## src/rtl/pool_relu_stage_1.sv

```systemverilog
// Rescale/saturate conv pixels, 2x2 stride-2 max pool, write to output M9K; write 1 cycle after window's last pixel.
// No backpressure: enable stalls everything; optional ReLU clamp under `define RELU_EN.
module pool_relu_stage_1 #(
    parameter int DATA_WIDTH        = 16,
    parameter int ACC_WIDTH         = 36,
    parameter int FRAC_SHIFT        = 8,
    parameter int OUT_FEATURE_WIDTH = 24,
    parameter int NUM_ONEMULT       = 2,
    parameter int POOL_ADDR_WIDTH   = 10
) (
    input  logic                        clock,
    input  logic                        reset,
    input  logic                        enable,
    input  logic                        start,
    input  logic                        conv_done,
    input  logic                        pixel_valid,
    input  logic signed [ACC_WIDTH-1:0] pixel_data,
    output logic                        pool_wren,
    output logic [POOL_ADDR_WIDTH-1:0]  pool_addr,
    output logic signed [DATA_WIDTH-1:0] pool_data,
    output logic                        pool_done,
    output logic                        pool_err
);
    localparam int W         = OUT_FEATURE_WIDTH;
    localparam int CW        = $clog2(W);
    localparam int HW        = $clog2(W / 2);
    localparam int MW        = (NUM_ONEMULT > 1) ? $clog2(NUM_ONEMULT) : 1;
    localparam int TOTAL_PIX = NUM_ONEMULT * W * W;
    localparam int PCW       = $clog2(TOTAL_PIX + 1);
    localparam int LAST_WR   = NUM_ONEMULT * (W / 2) * (W / 2) - 1;

    localparam logic signed [ACC_WIDTH-1:0] SAT_MAX =
        {{(ACC_WIDTH-DATA_WIDTH+1){1'b0}}, {(DATA_WIDTH-1){1'b1}}};
    localparam logic signed [ACC_WIDTH-1:0] SAT_MIN =
        {{(ACC_WIDTH-DATA_WIDTH+1){1'b1}}, {(DATA_WIDTH-1){1'b0}}};

    typedef enum logic [1:0] {IDLE, RUN, DONE, ERR} state_t;
    state_t state_q, state_d;

    logic                         start_q;
    logic [CW-1:0]                col, row;
    logic [MW-1:0]                map;
    logic [PCW-1:0]               pix_cnt, pix_cnt_nxt;
    logic [POOL_ADDR_WIDTH-1:0]   wr_ptr;
    logic                         fin;
    logic signed [DATA_WIDTH-1:0] h_q;
    logic signed [DATA_WIDTH-1:0] linebuf [W/2];

    logic                         accept;
    logic [HW-1:0]                half;
    logic signed [ACC_WIDTH-1:0]  s_shift;
    logic signed [DATA_WIDTH-1:0] s_sat, s_pool, hm, lb_rd, win;

    // Pixels beyond the full run count are dropped so the counters cannot run past the end
    assign accept      = enable && (state_q == RUN) && pixel_valid && (pix_cnt != PCW'(TOTAL_PIX));
    assign pix_cnt_nxt = pix_cnt + PCW'(accept);
    assign half        = col[CW-1:1];
    assign s_shift     = pixel_data >>> FRAC_SHIFT;

    always_comb begin
        s_sat = s_shift[DATA_WIDTH-1:0];
        if (s_shift > SAT_MAX)
            s_sat = SAT_MAX[DATA_WIDTH-1:0];
        else if (s_shift < SAT_MIN)
            s_sat = SAT_MIN[DATA_WIDTH-1:0];
    end

`ifdef RELU_EN
    assign s_pool = s_sat[DATA_WIDTH-1] ? '0 : s_sat;
`else
    assign s_pool = s_sat;
`endif

    assign hm    = (h_q > s_pool) ? h_q : s_pool;
    assign lb_rd = linebuf[half];
    assign win   = (lb_rd > hm) ? lb_rd : hm;

    always_ff @(posedge clock or posedge reset) begin
        if (reset)
            state_q <= IDLE;
        else if (enable)
            state_q <= state_d;
    end

    always_comb begin
        state_d = state_q;
        case (state_q)
            IDLE: if (start && !start_q) state_d = RUN;
            RUN: begin
                if (fin)
                    state_d = DONE;
                else if (conv_done && (pix_cnt_nxt < PCW'(TOTAL_PIX)))
                    state_d = ERR;
            end
            default: state_d = state_q;
        endcase
    end

    // pool_wren is a one-cycle strobe and drops even while enable is low
    always_ff @(posedge clock or posedge reset) begin
        if (reset) begin
            start_q   <= 1'b0;
            col       <= '0;
            row       <= '0;
            map       <= '0;
            pix_cnt   <= '0;
            wr_ptr    <= '0;
            fin       <= 1'b0;
            h_q       <= '0;
            pool_wren <= 1'b0;
            pool_addr <= '0;
            pool_data <= '0;
            for (int i = 0; i < W / 2; i++)
                linebuf[i] <= '0;
        end else begin
            pool_wren <= 1'b0;
            if (enable)
                start_q <= start;
            if (accept) begin
                pix_cnt <= pix_cnt_nxt;
                if (col == CW'(W - 1)) begin
                    col <= '0;
                    if (row == CW'(W - 1)) begin
                        row <= '0;
                        map <= (map == MW'(NUM_ONEMULT - 1)) ? '0 : map + MW'(1);
                    end else begin
                        row <= row + CW'(1);
                    end
                end else begin
                    col <= col + CW'(1);
                end

                if (!col[0]) begin
                    h_q <= s_pool;
                end else if (!row[0]) begin
                    linebuf[half] <= hm;
                end else begin
                    pool_wren <= 1'b1;
                    pool_data <= win;
                    pool_addr <= wr_ptr;
                    if (wr_ptr == POOL_ADDR_WIDTH'(LAST_WR))
                        fin <= 1'b1;
                    else
                        wr_ptr <= wr_ptr + POOL_ADDR_WIDTH'(1);
                end
            end
        end
    end

    assign pool_done = (state_q == DONE);
    assign pool_err  = (state_q == ERR);

endmodule

```

## config.mk

```make
export PLATFORM = sky130hd
export DESIGN_NAME = pool_relu_stage_1
export DESIGN_NICKNAME = d
export VERILOG_FILES = /design/src/rtl/pool_relu_stage_1.sv
export SDC_FILE = /design/constraint.sdc
export NUM_CORES = 1
export LEC_CHECK = 0
export BUFFER_PORTS_ARGS = -buffer_cell sky130_fd_sc_hd__buf_4
export CAP_MARGIN = 5
export CORE_MARGIN = 4
export CORE_UTILIZATION = 55
export CTS_BUF_LIST = sky130_fd_sc_hd__clkbuf_16
export DETAILED_ROUTE_END_ITERATION = 10
export PLACE_DENSITY = 0.73
export SLEW_MARGIN = 20
export SYNTH_ARGS = -nofsm -noshare
export SYNTH_HDL_FRONTEND = slang
export SYNTH_SLANG_ARGS = --single-unit
```

## constraint.sdc

```tcl
create_clock -name clock -period 13.06 [get_ports clock]
set_clock_uncertainty 0.1 [all_clocks]
set_input_delay 2.612 -clock clock [delete_from_list [all_inputs] [get_ports clock]]
set_output_delay 2.612 -clock clock [all_outputs]
set_load 0.03 [all_outputs]
```

==> After elaboration in Yosys (flattened, before gate mapping) <==
Index checks and enable logic that the tools add are counted.
{ "word_totals": {"register_bits": 270, "inputBits": 42, "elab_cells": 82} }
{ "op_classes": {"add_sub_neg": 4, "order_cmp": 7, "n_eq_ne": 9, "mux": 19, "bitwise_logic": 4, "reduce_logical": 16} }
{ "ops": {"columns": ["cell", "n"], "rows": [
  ["192-bit bitwise mux", 1],
  ["16-bit 2-to-1 mux", 7],
  ["16-bit binary-select mux with 4-bit select", 1],
  ["16-bit demux with 4-bit select", 1],
  ["16-bit > comparator", 2],
  ["28-bit by 16-bit > comparator with 1-bit output (second input constant)", 1],
  ["28-bit by 16-bit < comparator with 1-bit output (second input constant)", 1],
  ["4-bit AND reduction", 3],
  ["11-bit by 1-bit adder with 11-bit output", 1],
  ["11-bit < comparator (second input constant)", 1],
  ["11-bit != test (second input constant)", 1],
  ["10-bit by 1-bit adder with 10-bit output (second input constant)", 1],
  ["5-bit by 1-bit adder with 5-bit output (second input constant)", 2],
  ["10-bit by 9-bit equality test with 1-bit output (second input constant)", 1],
  ["5-bit equality test (second input constant)", 2],
  ["5-bit 2-to-1 mux", 2],
  ["1-bit logical AND", 6],
  ["2-bit 2-to-1 mux", 3],
  ["3-bit AND reduction", 2],
  ["5-bit greater-or-equal comparator (second input constant)", 1],
  ["5-bit by 1-bit < comparator with 1-bit output (second input constant)", 1],
  ["4-bit NOT with 5-bit output", 1],
  ["2-bit equality test (second input constant)", 2],
  ["2-bit one-hot mux with 2 select lines", 1],
  ["other kinds (9)", 14]
]} }

==> Longest topological paths before layout <==
Gate-level depths: netlist of the first run.
{ "logic_depth": {"ltp_word": 10, "ltp_mapped": 23, "mapped_depth_nobuf": 19} }

==> Worst setup path before layout of the first run <==
Ideal clock, no wire load.
{ "synth_path": {"kind": "input to register", "startpoint": "input pixel_data[25]", "endpoint": "register pool_data[3]", "setup_time_ns": 0.124, "t_arrival_ns": 7.675, "slack_ns": 5.162, "path_stages": 23, "path_cell_list": "nand4_1 -> o31ai_4 -> clkbuf_1 -> o21ai_0 -> ha_1 -> a211oi_1 -> or3_1 -> o211ai_1 -> or4_1 -> a21o_1 -> buf_6 -> buf_6 -> a21o_1 -> a21boi_0 -> ha_1 -> nand2_1 -> or4_1 -> a211o_1 -> a211o_1 -> clkbuf_1 -> or3_1 -> o21ai_0 -> a21oi_1"} }
{ "synth_via": {"elab_chain_len": 7} }
{ "synth_rtl": {"columns": ["element", "line_no", "source"], "rows": [
  ["from (decl)", "17", "input logic signed [ACC_WIDTH-1:0] pixel_data,"],
  ["28-bit by 16-bit < comparator with 1-bit output", "64", "else if (s_shift < SAT_MIN)"],
  ["16-bit 2-to-1 mux", "64", null],
  ["16-bit 2-to-1 mux *", "62", "if (s_shift > SAT_MAX)"],
  ["16-bit > comparator", "74", "assign hm = (h_q > s_pool) ? h_q : s_pool;"],
  ["16-bit 2-to-1 mux *", "74", null],
  ["16-bit > comparator", "76", "assign win = (lb_rd > hm) ? lb_rd : hm;"],
  ["16-bit 2-to-1 mux *", "76", null],
  ["to (signal assigned)", "139", "pool_data <= win;"],
  ["to (decl)", "20", "output logic signed [DATA_WIDTH-1:0] pool_data,"]
]} }
Mark *: on every way between the ends. The rest lies on a longest branch, timed or not.
A chain may end at the register's enable or synchronous reset.

==> Final worst setup path of the first run <==
{ "layout_path": {"startpoint": "input pixel_data[25]", "endpoint": "register pool_data[13]"} }
The elaborated chain is that of the path after synthesis.

==> flow_summary.toml, run 1 <==
[status]
status = "complete, no violations"

[synthesis]
synth_nets = 1567
synthFlopType = "dfrtp_1"
synth_edf_count = 0
synth_cells = 1489
yosys.cell_types.count = 59
syn_area_mm2 = 0.0142
ys_warn_count = 0
synth_top_area_share_pct = 47.5
async_reset_ff_share_pct = 100
synth_largest_area_cell = "dfrtp_1"
synth.area.top_cells = "dfrtp_1, a21oi_1, mux4_2"
ys_ff_latch = 270
synth_area_per_cell_um2 = 9.55
ys_seq_area_share_pct = 47.5

[timing]
period_needed_ns = 9.50
setup_viol = 0
hold_viol = 0
max_freq_mhz = 105
rsz0062_at_grt = "false"
finalHoldWorstSlack_ns = 0.373
worst_slack_ns = 3.56
worst_pin_slew_ns = 1.07
tns_ns = 0
slew_violations = 0
timing.final.crit_share_pct = 72.7
slew_headroom_pct = 28.4

[clocking]
cts_tree = "built"
h-tree-depth = 1
postCtsSetupBuffers = 0
cts_buffers = 29
insertion_delay_ns = 0.55
clockBufferDepth = 3
clkTransAtPathRegs_ns = 0.06
ctsResizeCount = 0
postCtsHoldBufs = 0
clock_sinks = 270
cts_root_buf = "clkbuf_16"

[die]
dieArea_mm2 = 0.0285
start_util_pct = 56.2
rows = 58
die_x_um = 169
num_io_pins = 71
coreArea_mm2 = 0.0253
chipHeight_um = 169

[layout]
drive_gt1_share_pct = 15.0
area_growth_pct = 10.7
fin_nets = 1580
fillerInstances = 2086
final_util_pct = 62.2
multiInputGateArea_mm2 = 0.00685
regArea_mm2 = 0.00676
n_antenna_cell = 0

[placed_design]
io_buffers = 62
place_ws_ns = 2.76
dp_hpwl_mm = 25.7
gp_congestion = 0.937

[grt]
grt_overflow = 0
grt_max_degree = 116
grt_pass1_wl_mm = 66.4
grt_usage_pct = 29.4
antenna_found_initial = 0
grt_pass1_vias = 11900

[worst_setup_path]
worstPathCellList = "buf_4 -> nand4_1 -> o31ai_4 -> o21ai_0 -> ha_1 -> nand3_1 -> or2_2 -> o211ai_1 -> a211oi_2 -> buf_4 -> or2_2 -> nor2_1 -> a21boi_0 -> ha_1 -> or3b_2 -> a211o_1 -> a311oi_1 -> a211o_1 -> nand2_1 -> a21oi_1 -> a21oi_1"
cp.depth = 21
path_max_fanout = 19
end_kind = "flip-flop"
cp_data_required_time_ns = 13.36
critical-path-max-stage-delay_ns = 0.77
critPathKind = "input port to flip-flop"
cp_slowest_cell = "nor2_1"
crit_family = "compound AO/OA/AOI/OAI gates"
cp.arrival_ns = 9.80
critPathLaunchType = "input port"
cp_num_buf_inv = 2
rr_worst_depth = 17

[power_and_ir_drop]
ir_drop_uv = 108
power_mw = 2.55
powerDensity_mw_per_mm2 = 162
power.leakage_nw = 7.34

[route]
avgViaCountPerCell = 6.52
routed_wl_mm = 41.7
drt_first_pass_iters = 5
wl_per_cell_um = 22.6
drc_errors = 0
drt_iter0_markers = 1265
num_vias = 12100
drtAntennaViolNets = 0

[job]
max_cap_viol_count = 0

[hold_path]
hold_depth = 2
min_path_type = "flip-flop to flip-flop"
==> cells by family (layout without fill, tap and decap cells) <==
logic type,count (synthesis),in the layout,share of synthesized area (%)
buffers and inverters,136,168,4.50
flip-flops,270,270,47.5
AO/OA/AOI/OAI,529,529,20.2
XOR/XNOR,20,20,1.23
AND/OR/NAND/NOR,415,415,13.2
multiplexers,83,83,10.2
adder cells (fa/ha/maj),36,36,3.17
==> synth_stat cells, drive strengths merged (6+ instances only) <==
cell and n:
a21oi 377, dfrtp 270, nor2 211, nand2 93, o21ai 72, clkbuf 69, buf 51, mux4 48
ha 36, a31oi 18, mux2i 18, a21o 17, mux2 17, nand4 17, nor3b 17, or3 17
inv 16, nand3 15, a21boi 14, xnor2 14, nor3 9, xor2 6
==> metal layers <==
metal / vias up / track usage [%] / wire length (µm)
met5: - / 0 / 0
met4: 0 / 11.4 / 1880
met3: 134 / 5.96 / 4170
met2: 641 / 46.8 / 19500
met1: 5945 / 40.0 / 16200
li1: 5353 / - / -
==> stage by stage <==
step,instances,cell area [µm²]
2_1_floorplan,1489,14200
3_3_place_gp,1800,14800
3_5_place_dp,1800,14800
4_1_cts,1850,15700
5_1_grt,1851,15700
6_report,1851,15700
==> worst reg2reg max path: cells and delay by family, from the launching register on <==
family / cells / cell delay (ns)
flops: 1 / 0.42
buf+inv: 1 / 0.22
simple gates: 6 / 2.77
compound gates: 8 / 2.24
fa+ha+maj: 2 / 0.73
==> flip-flops by register name (all words and copies together), names as in the netlist <==
signal,cells
pool_data,16
pool_wren,1
fin,1
pool_addr,10
start_q,1
linebuf,192
pix_cnt,11
state_q,2
col,5
wr_ptr,10
row,5
h_q,16
==> report_power, final <==
group,total (mW),internal (mW),switching (mW)
clock network,0.774,0.439,0.335
registers,0.973,0.893,0.0805
logic,0.799,0.275,0.524
==> path summary, 6_finish.rpt <==
| kind | from | end | slack [ns] |
|---|---|---|---|
| worst min register to register | pool_addr[4]$_DFFE_PP0P_ | pool_addr[4]$_DFFE_PP0P_ | 0.37 |
| worst min-delay path | pool_addr[4]$_DFFE_PP0P_ | pool_addr[4]$_DFFE_PP0P_ | 0.37 |
| worst max-delay path | pixel_data[25] | pool_data[13]$_DFFE_PP0P_ | 3.56 |
| worst max register to register | h_q[15]$_DFFE_PP0P_ | pool_data[13]$_DFFE_PP0P_ | 6.42 |
| min in group asynchronous | reset | pix_cnt[5]$_DFFE_PP0P_ | 2.09 |
| max in group asynchronous | reset | linebuf[182]$_DFFE_PP0P_ | 9.26 |
==> area by class of cell <==
class	instances	share of cell area, %
well taps	330	2.62
repair buffers	102	4.94
multi-input cells	1083	43.5
clock inverters	21	0.930
clock buffers	29	4.61
inverters	16	0.429
flip-flops and latches	270	43.0
==> layout by cell type, fill, tap and decap left out, types with 4 or more instances in the layout <==
cell type,instances
a21boi_0,14
a21o_1,16
a21oi_1,377
a31oi_1,16
and3_1,5
buf_4,99
clkbuf_16,29
clkinv_1,5
clkinv_2,8
dfrtp_1,268
ha_1,36
inv_1,20
mux2_2,17
mux2i_1,18
mux4_2,48
nand2_1,93
nand2b_1,4
nand3_1,15
nand4_1,17
nor2_1,208
nor2b_1,5
nor3_1,6
nor3b_1,17
nor4_1,5
o211ai_1,4
o21a_1,4
o21ai_0,65
o21ai_1,6
or3_1,17
xnor2_1,14
xor2_1,6
Note: power is estimated with default switching activity, not from simulation.
==> run 2: changes to the inputs <==
==> constraint.sdc (replaced) <==
create_clock -name clock -period 10 [get_ports clock]
set_clock_uncertainty 0.1 [all_clocks]
set_input_delay 2 -clock clock [delete_from_list [all_inputs] [get_ports clock]]
set_output_delay 2 -clock clock [all_outputs]
set_load 0.03 [all_outputs]
==> run 2 against run 1 <==
Non-clock buffer count unchanged. Global-route usage fell by 0.74 points. Setup slack lost 1.7 ns. Count of clock-buffer cells in the layout did not move. Critical endpoint is now pool_data[15]$_DFFE_PP0P_.
==> flow_summary.toml, run 2 (synthesis results as in run 1) <==
[layout]
area_growth_pct = 11.1
fin_nets = 1579
layout_commonest_cell = "a21oi_1"
multiInputGateArea_mm2 = 0.00685
largestRegisters = "linebuf: 192 flops, h_q: 16 flops, pool_data: 16 flops"
design_area_mm2 = 0.0158
regArea_mm2 = 0.00676
largest_reg_flops = 192
n_antenna_cell = 0
layout_common_cells = "a21oi_1, dfrtp_1, nor2_1"
drive_gt1_share_pct = 14.9
fillerInstances = 2022
top_register = "linebuf"

[clocking]
h-tree-depth = 1
postCtsHoldBufs = 0
cts_buffers = 28
clock_sinks = 270
insertion_delay_ns = 0.55
cts_tree = "built"
postCtsSetupBuffers = 0
clockBufferDepth = 3
clkTransAtPathRegs_ns = 0.06
ctsResizeCount = 0
cts_root_buf = "clkbuf_16"

[placed_design]
dpl_cell_area_mm2 = 0.0149
io_buffers = 62
dp_hpwl_mm = 25.5
place_ws_ns = 1.11
gp_congestion = 0.907

[grt]
grt_pass1_wl_mm = 65.2
grt_overflow = 0
grt_usage_pct = 28.6
antenna_found_initial = 0
grt_max_degree = 155
grt_pass1_vias = 11800

[die]
num_io_pins = 71
start_util_pct = 56.2
die_x_um = 169
rows = 58
coreArea_mm2 = 0.0253
dieArea_mm2 = 0.0285
chipHeight_um = 169

[status]
status = "complete, no violations"

[route]
wl_per_cell_um = 22.3
routed_wl_mm = 41.2
drtAntennaViolNets = 0
num_vias = 12000
drt_first_pass_iters = 6
drt_iter0_markers = 1304
avgViaCountPerCell = 6.47
drc_errors = 0

[timing]
setup_viol = 0
rsz0062_at_grt = "false"
slew_violations = 0
period_needed_ns = 8.16
hold_viol = 0
worst_pin_slew_ns = 1.16
worst_slack_ns = 1.84
tns_ns = 0
slew_headroom_pct = 22.4
max_freq_mhz = 122
timing.final.crit_share_pct = 81.6

[worst_setup_path]
path_max_fanout = 19
cp.arrival_ns = 8.45
rrSetupSlack_ns = 4.05
rr_endpoint = "pool_data[15]$_DFFE_PP0P_"
critPathLaunchType = "input port"
cp_data_required_time_ns = 10.29
rr_worst_depth = 18
critPathKind = "input port to flip-flop"
timing.rr.start = "h_q[15]$_DFFE_PP0P_"
end_kind = "flip-flop"

[hold_path]
min_path_type = "flip-flop to flip-flop"
hp-start = "pool_addr[0]$_DFFE_PP0P_"
hold_end = "pool_addr[0]$_DFFE_PP0P_"
hold_depth = 2

[power_and_ir_drop]
ir_drop_uv = 127
power.leakage_nw = 7.35
powerDensity_mw_per_mm2 = 214
power_mw = 3.38

[job]
max_cap_viol_count = 0
==> run 2: per-layer routing <==
metal | global-route usage [%] | part of all wire [%] | up-vias
met5 | 0 | 0 | -
met4 | 12.2 | 5.0 | 0
met3 | 5.21 | 8.5 | 151
met2 | 47.0 | 47 | 618
met1 | 37.6 | 39 | 5868
li1 | - | - | 5351
==> run 2: how the worst max path moves through the flow <==
stage,start,to,slack [ns],cells after the start
after floorplan,reset,col[0]$_DFFE_PP0P_,0.46,1
final,pixel_data[25],pool_data[15]$_DFFE_PP0P_,1.84,22
after CTS,pixel_data[34],pool_data[15]$_DFFE_PP0P_,1.64,22
after detailed placement,pixel_data[34],pool_data[15]$_DFFE_PP0P_,1.11,22
after global routing,pixel_data[25],pool_data[1]$_DFFE_PP0P_,1.35,22
after global placement,pixel_data[32],pool_data[15]$_DFFE_PP0P_,1.24,22
==> run 2: area by class of cell <==
class | instances | share of cell area (%)
clock inverter | 22 | 1.24
sequential | 270 | 42.8
multi-input combinational | 1083 | 43.4
tap | 330 | 2.61
timing repair buffer | 102 | 4.97
clock buffer | 29 | 4.59
inverter | 16 | 0.428
==> run 2: stage by stage <==
| stage | util, % | cells | hold slack (ns) |
|---|---|---|---|
| after global routing | 62.4 | 1852 | 0.398 |
| final | 62.4 | 1852 | 0.372 |
| after global placement | 58.6 | 1800 | 0.360 |
| after CTS | 62.3 | 1851 | 0.379 |
| after floorplan | - | 1489 | 0.353 |
| after detailed placement | 58.7 | 1800 | 0.364 |
==> run 2: power breakdown <==
part | internal [mW] | switching (mW)
Combinational | 0.369 | 0.700
Sequential | 1.17 | 0.0866
Clock | 0.623 | 0.435
Total | 2.16 | 1.22
==> run 2: critical path, stage by stage <==
cell,delay [ns]
buf_4,0.08
nand4_1,0.14
o31ai_4,0.62
o21ai_0,0.33
ha_1,0.43
nand4_1,0.10
nor3_1,0.36
o21a_1,0.27
a211oi_2,0.09
buf_4,0.22
nor2_1,0.76
a21o_1,0.56
a21boi_0,0.28
ha_1,0.17
nand2_1,0.08
or4_1,0.56
a211o_1,0.25
a211o_1,0.42
buf_4,0.25
or3_1,0.34
o21ai_0,0.08
a21oi_1,0.07
==> run 3: changes to the inputs <==
--- a/config.mk
+++ b/config.mk
@@ -11,7 +11,7 @@
 export CORE_UTILIZATION = 55
 export CTS_BUF_LIST = sky130_fd_sc_hd__clkbuf_16
 export DETAILED_ROUTE_END_ITERATION = 10
-export PLACE_DENSITY = 0.73
+export PLACE_DENSITY = 0.76
 export SLEW_MARGIN = 20
 export SYNTH_ARGS = -nofsm -noshare
 export SYNTH_HDL_FRONTEND = slang
==> constraint.sdc (replaced) <==
create_clock -name clock -period 7.4 [get_ports clock]
set_clock_uncertainty 0.1 [all_clocks]
set_input_delay 1.48 -clock clock [delete_from_list [all_inputs] [get_ports clock]]
set_output_delay 1.48 -clock clock [all_outputs]
set_load 0.03 [all_outputs]
==> run 3 against run 2 <==
Clock power is 30% higher. Cell area rose by 0.73%. Critical path depth is the same. Die area did not move. Count of clock-buffer cells in the layout did not move. Wire length up 1.7%. Largest power group unchanged.
==> flow_summary.toml, run 3 (synthesis results as in run 1) <==
[worst_setup_path]
critPathLaunchType = "input port"
end_kind = "flip-flop"
path_max_fanout = 13
critPathKind = "input port to flip-flop"
cp.arrival_ns = 7.20
rrSetupSlack_ns = 2.19
cp_data_required_time_ns = 7.77

[grt]
busiest_layer = "met2"
use_met3_pct = 5.04
antenna_found_initial = 0
grt_pass1_vias = 12300
grt_pass1_wl_mm = 66.6
grt_max_degree = 152
use_met1_pct = 38.4
grt_usage_pct = 29.2
grt_use_met2_pct = 47.4
grt_overflow = 0

[clocking]
clock_sinks = 270
postCtsSetupBuffers = 0
clockBufferDepth = 3
h-tree-depth = 1
cts_tree = "built"
clkTransAtPathRegs_ns = 0.06
ctsResizeCount = 0
cts_buffers = 28
insertion_delay_ns = 0.55
cts_root_buf = "clkbuf_16"
postCtsHoldBufs = 0

[timing]
timing.final.crit_share_pct = 92.3
tns_ns = 0
slew_headroom_pct = 23.2
setup_viol = 0
hold_viol = 0
period_needed_ns = 6.83
max_freq_mhz = 146
slew_violations = 0
worst_pin_slew_ns = 1.15
rsz0062_at_grt = "false"

[route]
wl_per_cell_um = 22.4
num_vias = 12400
drt_first_pass_iters = 5
drtAntennaViolNets = 0
drt_iter0_markers = 1414
drc_errors = 0
avgViaCountPerCell = 6.59
routed_wl_mm = 41.9

[status]
status = "complete, no violations"

[placed_design]
dp_hpwl_mm = 25.9
dpl_cell_area_mm2 = 0.0150
io_buffers = 62
gp_congestion = 0.878

[layout]
layout_common_cells = "a21oi_1, dfrtp_1, nor2_1"
n_antenna_cell = 0
area_growth_pct = 11.9
fin_nets = 1602
fillerInstances = 2049
multiInputGateArea_mm2 = 0.00683
largestRegisters = "linebuf: 192 flops, h_q: 16 flops, pool_data: 16 flops"
regArea_mm2 = 0.00676
layout_commonest_cell = "a21oi_1"
top_register = "linebuf"
drive_gt1_share_pct = 15.7
largest_reg_flops = 192
design_area_mm2 = 0.0159

[power_and_ir_drop]
powerDensity_mw_per_mm2 = 287
ir_drop_uv = 203
power.leakage_nw = 7.45

[die]
chipHeight_um = 169
die_x_um = 169
rows = 58
num_io_pins = 71
dieArea_mm2 = 0.0285
coreArea_mm2 = 0.0253
start_util_pct = 56.2

[hold_path]
min_path_type = "flip-flop to flip-flop"

[job]
max_cap_viol_count = 0
[run 3: stage by stage]
stage	worst slack [ns]	hold slack [ns]	util (%)	std cells	power (mW)
4_1_cts	0.679	0.380	62.8	1875	4.56
3_5_place_dp	0.138	0.365	59.3	1824	3.18
6_report	0.573	0.372	62.8	1875	4.57
2_1_floorplan	0.634	0.353	-	1489	2.72
3_3_place_gp	0.274	0.361	59.3	1824	3.14
5_1_grt	0.167	0.398	62.8	1875	4.78
[run 3: path summary, 6_finish.rpt]
| check | to | startpoint | cells after the start |
|---|---|---|---|
| max | pool_data[5]$_DFFE_PP0P_ | pixel_data[34] | 22 |
| min | pool_addr[4]$_DFFE_PP0P_ | pool_addr[4]$_DFFE_PP0P_ | 2 |
| max reg2reg | pool_data[5]$_DFFE_PP0P_ | col[1]$_DFFE_PP0P_ | 13 |
| min reg2reg | pool_addr[4]$_DFFE_PP0P_ | pool_addr[4]$_DFFE_PP0P_ | 2 |
| max in group asynchronous | linebuf[7]$_DFFE_PP0P_ | reset | 3 |
| min in group asynchronous | pix_cnt[5]$_DFFE_PP0P_ | reset | 2 |
[run 3: final cells by class]
type | instances | share of cell area [%]
Sequential cell | 270 | 42.5
Timing Repair Buffer | 125 | 6.00
Clock inverter | 22 | 1.03
Inverter | 16 | 0.401
Multi-Input combinational cell | 1083 | 42.9
Tap cell | 330 | 2.59
Clock buffer | 29 | 4.56
[run 3: metal layers]
layer / share of wire, % / up-vias
met5: 0 / -
met4: 5.7 / 0
met3: 11 / 196
met2: 47 / 726
met1: 37 / 6028
li1: - / 5408
[run 3: power by group]
| group | switching (mW) | total, mW | internal [mW] | leakage [nW] |
|---|---|---|---|---|
| clock network | 0.574 | 1.38 | 0.804 | 0.472 |
| logic | 0.913 | 1.46 | 0.545 | 3.26 |
| registers | 0.160 | 1.73 | 1.58 | 3.72 |
[run 3: worst max-delay path, cell delays in order]
cell and delay, ns:
buf_4 0.11, nor4_1 0.31, a31oi_1 0.30, o21ai_0 0.46
ha_1 0.34, a21o_1 0.19, a21oi_1 0.19, o211ai_1 0.14
or4_1 0.53, a21oi_1 0.28, nor2_1 0.10, buf_4 0.19
a21boi_0 0.26, ha_1 0.18, nand2_1 0.08, or4_1 0.56
a211o_1 0.25, a211o_1 0.38, nand2_1 0.31, buf_4 0.26
a21oi_1 0.06, a21oi_1 0.21
